[src/rtl/dmem_pkg.sv]
// Shared FSM encoding, funct3 access codes and alignment helper for the data-memory access unit.
// Consumers: dmem_lane_align, dmem_access_unit.
package dmem_pkg;

  localparam logic [1:0] ST_IDLE = 2'd0;
  localparam logic [1:0] ST_BUSY = 2'd1;
  localparam logic [1:0] ST_DONE = 2'd2;

  localparam logic [2:0] F3_B  = 3'b000;
  localparam logic [2:0] F3_H  = 3'b001;
  localparam logic [2:0] F3_W  = 3'b010;
  localparam logic [2:0] F3_BU = 3'b100;
  localparam logic [2:0] F3_HU = 3'b101;

  // funct3[1:0] alone gives the size; reserved codes land on the word case.
  function automatic logic is_misaligned(input logic [2:0] f3, input logic [1:0] lo);
    case (f3[1:0])
      2'b00:   return 1'b0;
      2'b01:   return lo[0];
      default: return lo != 2'b00;
    endcase
  endfunction

endpackage

[src/rtl/dmem_lane_align.sv]
// Combinational data-path muxing: store byte-enable/lane replication and load byte/half
// select with sign or zero extension.
module dmem_lane_align
  import dmem_pkg::*;
(
  input  logic [2:0]  st_funct3_i,
  input  logic [1:0]  st_addr_lo_i,
  input  logic [31:0] st_wdata_i,
  output logic [3:0]  st_be_o,
  output logic [31:0] st_wdata_o,
  input  logic [2:0]  ld_funct3_i,
  input  logic [1:0]  ld_addr_lo_i,
  input  logic [31:0] ld_rdata_i,
  output logic [31:0] ld_data_o
);

  logic [7:0]  ld_byte;
  logic [15:0] ld_half;

  always_comb begin
    st_be_o    = 4'b1111;
    st_wdata_o = st_wdata_i;
    case (st_funct3_i[1:0])
      2'b00: begin
        st_be_o    = 4'b0001 << st_addr_lo_i;
        st_wdata_o = {4{st_wdata_i[7:0]}};
      end
      2'b01: begin
        st_be_o    = st_addr_lo_i[1] ? 4'b1100 : 4'b0011;
        st_wdata_o = {2{st_wdata_i[15:0]}};
      end
      default: begin
        st_be_o    = 4'b1111;
        st_wdata_o = st_wdata_i;
      end
    endcase
  end

  always_comb begin
    case (ld_addr_lo_i)
      2'd0:    ld_byte = ld_rdata_i[7:0];
      2'd1:    ld_byte = ld_rdata_i[15:8];
      2'd2:    ld_byte = ld_rdata_i[23:16];
      default: ld_byte = ld_rdata_i[31:24];
    endcase
    ld_half = ld_addr_lo_i[1] ? ld_rdata_i[31:16] : ld_rdata_i[15:0];
    case (ld_funct3_i)
      F3_B:    ld_data_o = {{24{ld_byte[7]}}, ld_byte};
      F3_H:    ld_data_o = {{16{ld_half[15]}}, ld_half};
      F3_BU:   ld_data_o = {24'd0, ld_byte};
      F3_HU:   ld_data_o = {16'd0, ld_half};
      default: ld_data_o = ld_rdata_i;
    endcase
  end

endmodule

[src/rtl/dmem_access_unit.sv]
// Data-memory access stage: req/ack bus master with timeout, stalls PC and RF write until done.
// Optional MISALIGN_TRAP_EN: misaligned half/word accesses skip the bus and pulse `misalign`.
module dmem_access_unit
  import dmem_pkg::*;
#(
  parameter int unsigned TIMEOUT_CYC = 16,
  parameter int unsigned TO_W        = 5
) (
  input  logic        clk,
  input  logic        rst,
  input  logic        mem_read,
  input  logic        mem_write,
  input  logic [2:0]  funct3,
  input  logic [31:0] addr,
  input  logic [31:0] wdata,
  output logic [31:0] rdata,
  output logic        pc_enable,
  output logic        reg_write_load,
  output logic        bus_timeout,
  output logic        bus_req,
  output logic        bus_we,
  output logic [31:0] bus_addr,
  output logic [3:0]  bus_be,
  output logic [31:0] bus_wdata,
`ifdef MISALIGN_TRAP_EN
  output logic        misalign,
`endif
  input  logic [31:0] bus_rdata,
  input  logic        bus_ack
);

  logic [1:0]    state_q, state_d;
  logic          bus_we_q, bus_we_d;
  logic [31:0]   bus_addr_q, bus_addr_d;
  logic [3:0]    bus_be_q, bus_be_d;
  logic [31:0]   bus_wdata_q, bus_wdata_d;
  logic [31:0]   rdata_q, rdata_d;
  logic          timeout_q, timeout_d;
  logic [TO_W-1:0] cnt_q, cnt_d;
  logic [2:0]    f3_q, f3_d;
  logic [1:0]    lo_q, lo_d;
`ifdef MISALIGN_TRAP_EN
  logic          misalign_q, misalign_d;
`endif

  logic [3:0]  st_be;
  logic [31:0] st_wdata;
  logic [31:0] ld_data;
  logic        access;

  assign access = mem_read | mem_write;

  dmem_lane_align u_lane_align (
    .st_funct3_i  (funct3),
    .st_addr_lo_i (addr[1:0]),
    .st_wdata_i   (wdata),
    .st_be_o      (st_be),
    .st_wdata_o   (st_wdata),
    .ld_funct3_i  (f3_q),
    .ld_addr_lo_i (lo_q),
    .ld_rdata_i   (bus_rdata),
    .ld_data_o    (ld_data)
  );

  always_comb begin
    state_d        = state_q;
    bus_we_d       = bus_we_q;
    bus_addr_d     = bus_addr_q;
    bus_be_d       = bus_be_q;
    bus_wdata_d    = bus_wdata_q;
    rdata_d        = rdata_q;
    timeout_d      = 1'b0;
    cnt_d          = cnt_q;
    f3_d           = f3_q;
    lo_d           = lo_q;
    pc_enable      = 1'b1;
    reg_write_load = 1'b1;
`ifdef MISALIGN_TRAP_EN
    misalign_d     = 1'b0;
`endif
    case (state_q)
      ST_IDLE: begin
        if (access) begin
          pc_enable      = 1'b0;
          reg_write_load = 1'b0;
`ifdef MISALIGN_TRAP_EN
          if (is_misaligned(funct3, addr[1:0])) begin
            state_d    = ST_DONE;
            misalign_d = 1'b1;
          end else begin
            state_d = ST_BUSY;
          end
`else
          state_d = ST_BUSY;
`endif
          // Write wins when both strobes are set.
          bus_we_d    = mem_write;
          bus_addr_d  = {addr[31:2], 2'b00};
          bus_be_d    = mem_write ? st_be : 4'b1111;
          bus_wdata_d = st_wdata;
          f3_d        = funct3;
          lo_d        = addr[1:0];
          cnt_d       = '0;
        end
      end
      ST_BUSY: begin
        pc_enable      = 1'b0;
        reg_write_load = 1'b0;
        cnt_d          = cnt_q + 1'b1;
        if (bus_ack) begin
          state_d = ST_DONE;
          if (!bus_we_q) rdata_d = ld_data;
        end else if (cnt_q == TO_W'(TIMEOUT_CYC - 1)) begin
          state_d   = ST_DONE;
          rdata_d   = '0;
          timeout_d = 1'b1;
        end
      end
      ST_DONE: begin
        state_d = ST_IDLE;
        cnt_d   = '0;
`ifdef MISALIGN_TRAP_EN
        reg_write_load = ~misalign_q;
`endif
      end
      default: state_d = ST_IDLE;
    endcase
  end

  always_ff @(posedge clk or negedge rst) begin
    if (!rst) begin
      state_q     <= ST_IDLE;
      bus_we_q    <= 1'b0;
      bus_addr_q  <= '0;
      bus_be_q    <= '0;
      bus_wdata_q <= '0;
      rdata_q     <= '0;
      timeout_q   <= 1'b0;
      cnt_q       <= '0;
      f3_q        <= '0;
      lo_q        <= '0;
`ifdef MISALIGN_TRAP_EN
      misalign_q  <= 1'b0;
`endif
    end else begin
      state_q     <= state_d;
      bus_we_q    <= bus_we_d;
      bus_addr_q  <= bus_addr_d;
      bus_be_q    <= bus_be_d;
      bus_wdata_q <= bus_wdata_d;
      rdata_q     <= rdata_d;
      timeout_q   <= timeout_d;
      cnt_q       <= cnt_d;
      f3_q        <= f3_d;
      lo_q        <= lo_d;
`ifdef MISALIGN_TRAP_EN
      misalign_q  <= misalign_d;
`endif
    end
  end

  // Request decoded from state so an async reset drops it immediately.
  assign bus_req     = (state_q == ST_BUSY);
  assign bus_we      = bus_we_q;
  assign bus_addr    = bus_addr_q;
  assign bus_be      = bus_be_q;
  assign bus_wdata   = bus_wdata_q;
  assign rdata       = rdata_q;
  assign bus_timeout = timeout_q;
`ifdef MISALIGN_TRAP_EN
  assign misalign    = misalign_q;
`endif

endmodule

[config.mk]
export PLATFORM = sky130hd
export DESIGN_NAME = dmem_access_unit
export DESIGN_NICKNAME = d
export VERILOG_FILES = /design/src/rtl/dmem_pkg.sv /design/src/rtl/dmem_lane_align.sv /design/src/rtl/dmem_access_unit.sv
export SDC_FILE = /design/constraint.sdc
export NUM_CORES = 1
export LEC_CHECK = 0
export BUFFER_PORTS_ARGS = -buffer_cell sky130_fd_sc_hd__buf_2
export CAP_MARGIN = 20
export CORE_MARGIN = 3
export CORE_UTILIZATION = 28
export DETAILED_ROUTE_END_ITERATION = 6
export GPL_ROUTABILITY_DRIVEN = 0
export HOLD_SLACK_MARGIN = 0.1
export PLACE_DENSITY = 0.48
export SLEW_MARGIN = 25
export SYNTH_ARGS = -nofsm -noshare
export SYNTH_HDL_FRONTEND = slang
export SYNTH_HIERARCHICAL = 1
export SYNTH_SLANG_ARGS = --single-unit
[constraint.sdc]
create_clock -name clk -period 3.45 [get_ports clk]
set_clock_uncertainty 0.2 [all_clocks]
set_input_delay 0.1725 -clock clk [delete_from_list [all_inputs] [get_ports clk]]
set_output_delay 0.1725 -clock clk [all_outputs]
set_load 0.01 [all_outputs]
Word level (Yosys, flattened, before mapping)

Index checks and enable logic that the tools add are counted.

Bits in registers: 112
Bits in latches: 0
Bits in writable memories: 0
Memory bits (read-only): 0
Input port bits: 104
Output and inout bits: 105
Word-level logic and storage cells: 56
Memories: 0

Add/subtract/negate cells: 1
Multiply operators: 0
Divide/modulo/power cells: 0
Order comparisons: 0
Equality and inequality tests: 12
Shift operators: 1
Muxes and demuxes: 21
Bitwise gates (word level): 1
Reduce and logical (&&, ||, !) cells: 10

Operators by type and width:

| cell                                                                     | number |
|---|---|
| 32-bit one-hot mux with 4 select lines                                   | 1 |
| 32-bit 2-to-1 mux                                                        | 3 |
| 32-bit one-hot mux with 2 select lines                                   | 1 |
| 8-bit one-hot mux with 3 select lines                                    | 1 |
| 16-bit 2-to-1 mux                                                        | 1 |
| 5-bit one-hot mux with 3 select lines                                    | 1 |
| 4-bit 2-to-1 mux                                                         | 2 |
| 4-bit one-hot mux with 2 select lines                                    | 1 |
| 2-bit by 1-bit == test with 1-bit output (second input constant)         | 3 |
| 3-bit == test (second input constant)                                    | 2 |
| 2-bit logical NOT                                                        | 3 |
| 2-bit 2-to-1 mux                                                         | 3 |
| 2-bit AND reduction                                                      | 3 |
| 5-bit by 1-bit adder with 5-bit output (second input constant)           | 1 |
| 5-bit by 4-bit == test with 1-bit output (second input constant)         | 1 |
| 5-bit 2-to-1 mux                                                         | 1 |
| 2-bit == test (second input constant)                                    | 2 |
| 1-bit 2-to-1 mux                                                         | 4 |
| 2-bit inequality test (second input constant)                            | 2 |
| 2-bit one-hot mux with 2 select lines                                    | 1 |
| 1-bit by 2-bit left shift with 4-bit output (first input constant)       | 1 |
| 3-bit by 1-bit == test with 1-bit output (second input constant)         | 1 |
| 3-bit logical NOT                                                        | 1 |
| 3-bit by 1-bit inequality test with 1-bit output (second input constant) | 1 |
| 5 further kinds                                                          | 5 |

Longest topological paths before layout

Depth in word-level cells: 5
Depth in mapped cells: 8
Depth with buffers taken out: 6

Modules after synthesis

Netlist, hierarchy kept.

Modules (own cells, without submodules):

| module           | instances | cells an instance | area each (um^2) |
|---|---|---|---|
| dmem_access_unit | 1         | 308               | 4561.9 |
| dmem_lane_align  | 1         | 191               | 1227.4 |

Worst setup path before layout

No wires, ideal clock.

Path kind: register to register
Start: register f3_q[0]
End: register rdata_q[22] (netlist: rdata[22])
Library setup time: 64 ps
Arrival: 1720 ps
Data required time: 3186 ps
Setup slack: 1466 ps
Cell stages (with the launch flop): 8
Buffers on the path: 2
Cells stage by stage: dfrtp_1 > buf_6 > or3_4 > or3_4 > buf_6 > o21ai_2 > nand4_1 > a21bo_1

Cells in the longest elaborated chain, start to end: 4
Elaborated cells between the ends (all ways): 7
Classes of those cells: eq/ne: 3; mux: 3; reduce/logical: 1

RTL lines:

| item                                       | RTL line                | text |
|---|---|---|
| start: declaration                         | dmem_access_unit.sv:40  | `logic [2:0] f3_q, f3_d;` |
| start signal: assignment                   | dmem_access_unit.sv:140 | `f3_q <= '0;` |
| start signal: assignment                   | dmem_access_unit.sv:154 | `f3_q <= f3_d;` |
| 3-bit == test (tied with other cells)      | dmem_lane_align.sv:47   | `case (ld_funct3_i)` |
| 32-bit one-hot mux with 4 select lines (*) | dmem_lane_align.sv:47   |  |
| named net ld_data[22]                      | dmem_access_unit.sv:48  | `logic [31:0] ld_data;` |
| 32-bit 2-to-1 mux (*)                      | dmem_access_unit.sv:112 | `if (!bus_we_q) rdata_d = ld_data;` |
| 32-bit 2-to-1 mux (*)                      | dmem_access_unit.sv:110 | `if (bus_ack) begin` |
| end signal: assignment                     | dmem_access_unit.sv:151 | `rdata_q <= rdata_d;` |
| end: declaration                           | dmem_access_unit.sv:37  | `logic [31:0] rdata_q, rdata_d;` |

Mark *: on every way through the listed nets, which the timed path passes. The rest lies on a longest branch. The select of a mux whose other input is x is not followed.
A chain may end at the register's enable or synchronous reset.

Final worst setup path

Start: register f3_q[0]
End: register rdata_q[3] (netlist: rdata[3])

The elaborated chain is that of the path after synthesis.

==> results by stage <==
Outcome:
- The flow ran to the end, and the final reports show no timing, DRC or antenna violations.

Layout:
- The filler-free cell count of the finished design is just over 1000.
- The number of inserted diodes is 0.
- At the end of the flow, the number of nets in the layout was 857.
- Once layout is complete, the utilization of the core stands at 40.1%.
- The post-synthesis to final-layout area growth is 38.1%.
- The filler cell count is roughly 2000.
- The fraction of final layout cells with drive strength greater than 1 is about two fifths.

CTS:
- The number of gates given a new drive strength after cts is 0.
- The buffer depth of the longest clock path is 2.
- Clock-pin slew was measured on the worst setup and hold paths at 0.08 ns.
- In this run, CTS created clock tree buffers numbering 9.
- The number of sinks handled by clock tree synthesis is between 100 and 150.
- The root buffer selected by CTS is sky130_fd_sc_hd__clkbuf_16.
- The clock latency on the worst-skew pair is around 0.35 ns.
- In this run, post-CTS hold repair placed 80 buffers.
- Once the clock tree was built, the setup fixing pass inserted 0 buffers.
- The total number of H-tree levels is 3.
- The clock tree from TritonCTS is yes.

Synthesis:
- The fraction of the mapped netlist area in adder cells is less than 1%.
- The cell count after synthesis came out at 499.
- The simple-gate area share of the yosys netlist is 11.7%.
- By area, the combinational part of the netlist is dominated by multiplexers.
- Yosys printed 6 warnings.
- In this run, synthesis produced a sequential element count of between 100 and 150.
- The mux contribution to synthesized area is ~18%.
- The XOR/XNOR share of the synthesized area is 0%.
- The average size of a mapped cell is around 12 um^2.
- Summing the areas of all compound-gate instances in the mapped netlist gives approximately 15% of the synthesized area.
- The share of flip-flops with an asynchronous set or reset is 100%.
- The number of enable-type register cells in the synthesized netlist is 0.
- The most used flip-flop cell after synthesis is sky130_fd_sc_hd__dfrtp_1.
- The synthesized area is 0.00579 mm^2.
- The sequential area share after synthesis is 48.4%.
- Synthesis instantiated slightly below 50 different standard cells from the library.

STA:
- The worst relative slew slack is ~38%.
- The final-layout worst hold slack is 0.118 ns.
- The fmax is slightly above 400 MHz.
- The summed negative setup slack over all endpoints is 0 ns.
- Setup violations remaining at the end of the flow were counted as 0.
- The final hold violation count was 0.
- The time the final worst path needs with I/O delays and setup is roughly 2.4 ns.
- The fraction of the cycle the final worst path needs is around 70%.
- The transition time of the tightest slew-check pin is between 0.9 and 1 ns.
- The final number of max-transition violations is 0.
- Setup repair after global routing left no endpoint under its margin.

Floorplanning:
- The die is around 150 um wide.
- The die covers around 0.022 mm^2.
- From bottom edge to top edge, the die measures between 100 and 150 um.
- For this design the top-level I/O count stands at ~210.
- The core region is 0.0199 mm^2.
- In this run the core area contains 51 standard-cell rows.
- The effective utilization at floorplan is roughly 29%.

Power and ir drop:
- The total power divided by cell area is 807 mW/mm^2.
- The highest ir drop seen on vdd is roughly 360 uV.
- Summed over all cells, the static leakage comes to between 0.003 and 0.004 uW.

Global route:
- The pin count of the biggest net entering global routing is between 50 and 60.
- The first global-routing pass estimated roughly 27 mm of wire.
- The global routing usage summed across all routing layers is around 15%.
- After global routing the overflow that remains totals 0.
- The number of antenna violations at the first check in global routing came to 0.
- The via count of the first global-routing pass was 5028.

Hold path:
- The class of the tightest hold or removal check is in2reg.

Route:
- The number of search-and-repair iterations in the first detailed-routing pass is 4.
- After the first detailed-routing iteration, the DRC count stood at ~210.
- For this run, design rule violations remaining after detail routing come to 0.
- In the routed layout, each cell is associated on average with a via count of 4.73.
- The aggregate routed wire length is between 15 and 20 mm.
- In this run the remaining antenna-violating nets after routing total 0.
- Dividing the detail-routed wire length by the instance count gives approximately 16 um.
- The via count is around 4800.

Placed design:
- Port buffering added roughly 200 buffers.
- The cell total after placement is around 930.
- The HPWL reported at the end of detailed placement is roughly 12 mm.

Worst setup path:
- STA puts the critical path data required time at approximately 3.5 ns.
- The kind of start point of the critical path is a flop.
- The largest fanout on the critical path is 13.
- The capturing element type of the critical path is a flop.
- Data arrives at the worst endpoint at approximately 2.5 ns.
- The kind of critical path is reg2reg.
- For flop-to-flop paths, the worst setup slack is between 1 and 1.5 ns.

Run:
- Max-cap violations in this run came to 0.
## critical path, cell delays in order, from the launching register on
cell and delay, ns:
sky130_fd_sc_hd__dfrtp_1 0.54, sky130_fd_sc_hd__nor2b_1 0.55, sky130_fd_sc_hd__nor2b_1 0.26, sky130_fd_sc_hd__a22oi_1 0.32, sky130_fd_sc_hd__o21ai_0 0.13, sky130_fd_sc_hd__nand4_1 0.09, sky130_fd_sc_hd__a21bo_1 0.22
## synth_stat cells, types with 2 or more instances
cell,count,area (um^2)
sky130_fd_sc_hd__dfrtp_1,112,2800
sky130_fd_sc_hd__mux2_2,64,721
sky130_fd_sc_hd__nand2_1,47,176
sky130_fd_sc_hd__nand4_1,32,200
sky130_fd_sc_hd__a21bo_1,30,300
sky130_fd_sc_hd__o21ai_0,24,120
sky130_fd_sc_hd__mux2_1,20,225
sky130_fd_sc_hd__nor2b_1,19,119
sky130_fd_sc_hd__clkbuf_1,16,60.1
sky130_fd_sc_hd__buf_6,14,158
sky130_fd_sc_hd__buf_4,12,90.1
sky130_fd_sc_hd__o21ai_2,10,87.6
sky130_fd_sc_hd__a221o_1,9,90.1
sky130_fd_sc_hd__mux2i_1,9,90.1
sky130_fd_sc_hd__nand2b_1,9,56.3
sky130_fd_sc_hd__a22oi_1,7,52.6
sky130_fd_sc_hd__buf_2,7,35.0
sky130_fd_sc_hd__inv_1,7,26.3
sky130_fd_sc_hd__nor2_1,6,22.5
sky130_fd_sc_hd__a21o_1,4,30.0
sky130_fd_sc_hd__o22a_1,4,35.0
sky130_fd_sc_hd__o21bai_1,3,22.5
sky130_fd_sc_hd__a21bo_2,2,20.0
sky130_fd_sc_hd__a21oi_1,2,10.0
sky130_fd_sc_hd__ha_1,2,25.0
sky130_fd_sc_hd__nor3b_1,2,15.0
sky130_fd_sc_hd__o211ai_1,2,15.0
sky130_fd_sc_hd__o21ai_1,2,10.0
sky130_fd_sc_hd__or3_4,2,22.5
## worst paths after layout
check                                           from                     to  cells after the start
max in group asynchronous                        rst  bus_be[1]$_DFFE_PN0P_                      3
worst max register to register   f3_q[0]$_DFFE_PN0P_   rdata[3]$_DFFE_PN0P_                      6
min in group asynchronous                        rst  rdata[16]$_DFFE_PN0P_                      2
worst min register to register  rdata[5]$_DFFE_PN0P_   rdata[5]$_DFFE_PN0P_                      1
worst max-delay path             f3_q[0]$_DFFE_PN0P_   rdata[3]$_DFFE_PN0P_                      6
worst min-delay path                    bus_rdata[5]   rdata[5]$_DFFE_PN0P_                      5
## logic make-up (layout without fill, tap and decap cells)
logic type	count (synthesis)	in the layout
compound gates	107	107
fa+ha+maj	2	2
buf+inv	58	314
flops	112	112
mux	93	93
other cells	1	2
simple gates	126	126
## where the power goes
part	internal (uW)	switching (uW)	leakage (uW)
sequential	1910	445	0.00136
clock	601	521	0.000155
combinational	1450	1520	0.00243
total	3970	2480	0.00394
## cells in the final DEF (no fill, tap or decap), drive strengths merged, types with 2 or more instances in the layout
cell         instances
or3                  2
o211ai               2
a221o                9
nand4               32
conb                 2
ha                   2
a21bo               32
clkbuf              11
inv                 11
nor3b                2
o21bai               3
mux2i                9
nor3                 2
a21o                 4
nor2b               19
a21oi                2
buf                210
o21ai               36
dfrtp              112
nand2b              10
nor2                 7
dlygate4sd3         80
o22a                 4
mux2                84
a22oi                7
nand2               47
## cell type report
| class | instances | area [um^2] | area share [%] |
|---|---|---|---|
| clock buffer | 11 | 243 | 3.04 |
| clock inverter | 5 | 70.1 | 0.877 |
| inverter | 8 | 30.0 | 0.376 |
| multi-input combinational | 330 | 2630 | 32.9 |
| sequential | 112 | 2800 | 35.1 |
| tap | 265 | 332 | 4.15 |
| timing repair buffer | 290 | 1890 | 23.6 |
## sequential cells by signal (all words and copies together) (netlist names)
signal	cells
bus_addr	30
bus_be	4
bus_timeout	1
bus_wdata	32
bus_we	1
cnt_q	5
f3_q	3
lo_q	2
rdata	32
state_q	2
## per-stage QoR
stage	power [uW]	worst slack (ns)	area (um^2)
floorplan	4340	1.47	5790
global placement	5250	1.12	6880
detailed placement	5310	1.10	6880
CTS	6550	1.07	7990
global route	6950	0.891	7990
finish	6450	1.02	7990
## per-layer routing
layer  up-vias  GRT usage (%)  routed length [um]
met3         9           4.85                1290
met5         -              0                   0
met4         0           3.20                 164
met2       164           24.7                7850
met1      2367           19.2                7440
li1       2290              -                   -
Power figures use the tool's default switching activity.
